**config.mk**
```make
export PLATFORM = sky130hd
export DESIGN_NAME = ram_arbiter
export DESIGN_NICKNAME = d
export VERILOG_FILES = /design/src/rtl/ram_arbiter.sv
export SDC_FILE = /design/constraint.sdc
export NUM_CORES = 1
export LEC_CHECK = 0
export BUFFER_PORTS_ARGS = -buffer_cell sky130_fd_sc_hd__buf_4
export CORE_AREA = 2 2 117 119
export CTS_CLUSTER_DIAMETER = 60
export DETAILED_ROUTE_END_ITERATION = 7
export DIE_AREA = 0 0 119 121
export PLACE_DENSITY = 0.55
export SETUP_SLACK_MARGIN = 0.15
export SKIP_LAST_GASP = 1
export SLEW_MARGIN = 20
export SYNTH_ARGS = -nofsm -noshare
export SYNTH_HDL_FRONTEND = slang
export SYNTH_SLANG_ARGS = --single-unit
```
**constraint.sdc**
```tcl
create_clock -name CLK -period 4.6 [get_ports CLK]
set_input_delay 0.23 -clock CLK [delete_from_list [all_inputs] [get_ports CLK]]
set_output_delay 0.23 -clock CLK [all_outputs]
set_load 0.02 [all_outputs]
```
**src/rtl/ram_arbiter.sv**
```systemverilog
// Two-requester arbiter for the shared single-ported system RAM.
// Round-robin with a bounded burst; one word transaction per grant.
module ram_arbiter #(
  parameter int unsigned BURST_MAX = 4
) (
  input  logic        CLK,
  input  logic        nRST,
  input  logic        req0_ren,
  input  logic        req0_wen,
  input  logic [31:0] req0_addr,
  input  logic [31:0] req0_store,
  output logic        req0_wait,
  output logic [31:0] req0_load,
  output logic        req0_err,
  input  logic        req1_ren,
  input  logic        req1_wen,
  input  logic [31:0] req1_addr,
  input  logic [31:0] req1_store,
  output logic        req1_wait,
  output logic [31:0] req1_load,
  output logic        req1_err,
  output logic        ramREN,
  output logic        ramWEN,
  output logic [31:0] ramaddr,
  output logic [31:0] ramstore,
  input  logic [31:0] ramload,
  input  logic [1:0]  ramstate,
  output logic [1:0]  grant
);

  localparam logic [1:0] RAM_ACCESS = 2'd2;
  localparam logic [1:0] RAM_ERROR  = 2'd3;
  localparam logic [3:0] BURST_LIM  = 4'(BURST_MAX);

  typedef enum logic [1:0] {IDLE = 2'd0, OWN0 = 2'd1, OWN1 = 2'd2} state_t;

  state_t      state_q, state_d;
  logic [3:0]  burst_cnt_q, burst_cnt_d;
  logic        last_owner_q, last_owner_d;

  logic        req0_active, req1_active;
  logic        own0, own1, own, sel;
  logic        sel_ren, sel_wen, sel_active;
  logic [31:0] sel_addr, sel_store;
  logic        done, ram_err, keep_last;

  assign req0_active = req0_ren | req0_wen;
  assign req1_active = req1_ren | req1_wen;

  assign own0 = (state_q == OWN0);
  assign own1 = (state_q == OWN1);
  assign own  = own0 | own1;
  assign sel  = own1;

  assign sel_ren    = sel ? req1_ren   : req0_ren;
  assign sel_wen    = sel ? req1_wen   : req0_wen;
  assign sel_addr   = sel ? req1_addr  : req0_addr;
  assign sel_store  = sel ? req1_store : req0_store;
  assign sel_active = sel_ren | sel_wen;

  assign ram_err = (ramstate == RAM_ERROR);
  assign done    = own & sel_active & ((ramstate == RAM_ACCESS) | ram_err);

  // A zero count means no burst is running, so a tie goes to the other side.
  assign keep_last = (burst_cnt_q != 4'd0) && (burst_cnt_q < BURST_LIM);

  always_comb begin
    state_d      = state_q;
    burst_cnt_d  = burst_cnt_q;
    last_owner_d = last_owner_q;
    case (state_q)
      IDLE: begin
        if (req0_active && req1_active) begin
          if (keep_last) begin
            state_d = last_owner_q ? OWN1 : OWN0;
          end else begin
            state_d     = last_owner_q ? OWN0 : OWN1;
            burst_cnt_d = '0;
          end
        end else if (req0_active) begin
          state_d = OWN0;
          if (last_owner_q) burst_cnt_d = '0;
        end else if (req1_active) begin
          state_d = OWN1;
          if (!last_owner_q) burst_cnt_d = '0;
        end else begin
          burst_cnt_d = '0;
        end
      end
      OWN0, OWN1: begin
        if (!sel_active) begin
          state_d = IDLE;
        end else if (done) begin
          state_d      = IDLE;
          burst_cnt_d  = (burst_cnt_q == 4'hF) ? 4'hF : burst_cnt_q + 4'd1;
          last_owner_d = sel;
        end
      end
      default: state_d = IDLE;
    endcase
  end

  always_ff @(posedge CLK or negedge nRST) begin
    if (!nRST) begin
      state_q      <= IDLE;
      burst_cnt_q  <= '0;
      last_owner_q <= 1'b1;
    end else begin
      state_q      <= state_d;
      burst_cnt_q  <= burst_cnt_d;
      last_owner_q <= last_owner_d;
    end
  end

  // Write wins when a requester raises both strobes.
  assign ramWEN   = own & sel_wen;
  assign ramREN   = own & sel_ren & ~sel_wen;
  assign ramaddr  = own ? sel_addr  : '0;
  assign ramstore = own ? sel_store : '0;
  assign grant    = {own1, own0};

  assign req0_wait = req0_active & ~(own0 & done);
  assign req1_wait = req1_active & ~(own1 & done);
  assign req0_err  = own0 & req0_active & ram_err;
  assign req1_err  = own1 & req1_active & ram_err;
  assign req0_load = ramload;
  assign req1_load = ramload;

endmodule

```
==> flow_metrics.tcl <==
set metrics [dict create \
    yosysTopAreaCellShare 0.316 \
    drt-initial-drc-count 96 \
    dieArea_sq_um 14400 \
    die_x_um 119 \
    r2r-start "state_q[0]" \
    io_buffers 207 \
    power_density_nw_per_um2 621 \
    rows 42 \
    clk-insertion-delay-late_ps 230 \
    synth.area.mux_share 0.323 \
    synthSimpleGateAreaFrac 0.182 \
    cts-root-buf "clkbuf_16" \
    min_period_ps 2870 \
    cts_tree "yes" \
    cp.arrival_ps 2640 \
    syn_area_sq_um 2090 \
    netlist.top_cell.by_area "mux2i_1" \
    start_util 0.160 \
    synthFlopType "dfrtp_1" \
    synth_area_leaders "mux2i_1, buf_4, nor2_1, dfrtp_1, ha_1" \
    synth_compound_area_frac 0.0915 \
    synth_nets 461 \
    drt_first_pass_iters 4 \
    holdWs_ps 342 \
    grt_setup_unrepaired "no" \
    synth.distinct_cells 36 \
    crit_path_cell_trace "inv_1 -> ha_4 -> buf_4 -> mux2i_1 -> nor2_1 -> buf_4" \
    core_sq_um 13100 \
    yosysWarningCount 0 \
    hold_viol 0 \
    worst_pin_slew_ps 918 \
    drv_slew 0 \
    clk_pin_slew_worst_paths_ps 40 \
    synth-xor-area-share 0 \
    critPathLaunch "state_q[0]" \
    vias_per_cell 4.03 \
    drc 0 \
    wl_per_cell_um 14.6 \
    synth_fa_ha_area_frac 0.0299 \
    antenna_cells 0 \
    drt_wl_total_mm 8.70 \
    synth_edf_count 0 \
    cap_violations 0 \
    cp.required_ps 4370 \
    antenna_found_initial 0 \
    status "finished, final reports clean" \
    skew_ps 1.55 \
    grt_pass1_wl_mm 12.8 \
    fin_area_sq_um 3410 \
    area.growth.synth_to_final_pct 62.8 \
    end_kind "output port" \
    clock_sinks 7 \
    peakVddDrop_v 0.000361 \
    grt_max_degree 69 \
    synth.most_common_cell "nor2_1" \
    syn_area_per_cell_sq_um 7.26 \
    slowest_delay_ps 600 \
    setup_tns_ps 0 \
    synth-seq-cells 7 \
    dpl-instance-area_sq_um 3320 \
    slowest_stage "buf_4" \
    finalNetCount 592 \
    fp.dieH_um 121 \
    critPathLaunchType "flop" \
    via_count 2393 \
    syn_inst 288 \
    total_leakage_power_nw 1.70 \
    num_io_pins 304 \
    final_util 0.260 \
    setup_violations 0 \
    drtAntennaViolNets 0 \
    slew_headroom 0.388 \
    crit_top_cell "buf_4" \
    synth_top_family_by_area "multiplexers" \
    ys_top_cells_by_count "nor2_1, buf_4, mux2i_1" \
    finalWeightedCongestion 0.769 \
    htreeDepth 1 \
    ys_seq_area_frac 0.0843 \
    synthArstFlopShare 1.00 \
    fmax_mhz 349 \
    overflow 0 \
    path_max_fanout 40 \
    clk_path_buf_depth 2 \
    dpl.hpwl_mm 7.34 \
    min_path_type "in2async" \
    cts_buffers 3 \
    layout-drive-gt1-share 0.529 \
    min_period_over_period 0.624 \
    grt_util_all_layers 0.111 \
    critPathKind "reg2out" \
    nFillCells 1418 \
    grt_pass1_vias 2400 \
]
==> layout by cell type (no fill, tap or decap), drive strengths merged, types with 2 or more instances in the layout <==
cell type and n:
ha 5, nand2 8, dfrtp 6, nor4 3, inv 8, buf 208
clkbuf 4, a211o 2, o2bb2ai 2, o21ai 2, mux2i 66, a22oi 2
nor2 72, a211oi 3, nor3 6, a21oi 2, nand3 3
==> critical path, delay by kind of cell, from the launching register on <==
| kind | cells | cell delay [ps] |
|---|---|---|
| fa+ha+maj | 1 | 580 |
| buf+inv | 3 | 930 |
| flops | 1 | 390 |
| mux | 1 | 350 |
| simple gates | 1 | 70 |
==> flip-flops by register name, summed over array words and instances (netlist names) <==
signal        count
burst_cnt_q       4
state_q           2
last_owner_q      1
==> final timing paths <==
check / endpoint / slack (ps) / cells after the start
setup / recovery: ramaddr[14] / 1730 / 6
hold / removal: state_q[0] / 340 / 2
setup reg to reg: state_q[0] / 1770 / 6
hold reg to reg: last_owner_q / 530 / 2
max in group asynchronous: last_owner_q / 4060 / 2
min in group CLK: state_q[1] / 400 / 4
==> repair_timing <==
| item | CTS | global route |
|---|---|---|
| endpoints found under the hold margin | 7 | 0 |
| hold buffers | 1 | 0 |
| gates resized for setup | 0 | 0 |
| setup buffers | 0 | 0 |
| setup endpoints to repair | 0 | 0 |
==> per-layer routing <==
layer	track usage	share of wire	up-vias
met4	0.0365	0.015	0
met3	0.0282	0.089	13
li1	-	-	1169
met5	0	0	-
met2	0.195	0.50	148
met1	0.131	0.39	1063
==> cells by family (layout without fill, tap and decap cells) <==
group	Yosys count	count (layout)
flip-flops	7	7
buffers and inverters	92	222
adder cells (fa/ha/maj)	5	5
AO/OA/AOI/OAI	23	23
multiplexers	67	67
AND/OR/NAND/NOR	94	94
==> power breakdown <==
group	total, W	internal, W	switching [W]
clock	0.000150	0.000115	0.0000342
combinational	0.00185	0.000780	0.00107
sequential	0.000111	0.0000854	0.0000256
total	0.00211	0.000981	0.00113
==> through the flow <==
step           power, W  cells  worst slack [ps]
6_report        0.00211    594              1730
4_1_cts         0.00214    594              1710
5_1_grt         0.00226    594              1440
3_3_place_gp    0.00196    589              2070
2_1_floorplan   0.00136    288              2800
3_5_place_dp    0.00198    589              1970
==> cell type report <==
type | count | area [sq um] | share of cell area
timing repair buffer | 209 | 1570 | 0.461
multi-input combinational | 189 | 1320 | 0.389
tap | 176 | 220 | 0.0647
sequential | 7 | 176 | 0.0518
clock buffer | 4 | 78.8 | 0.0231
inverter | 9 | 35.0 | 0.0103
No activity file was read; power rests on OpenSTA's default activity.
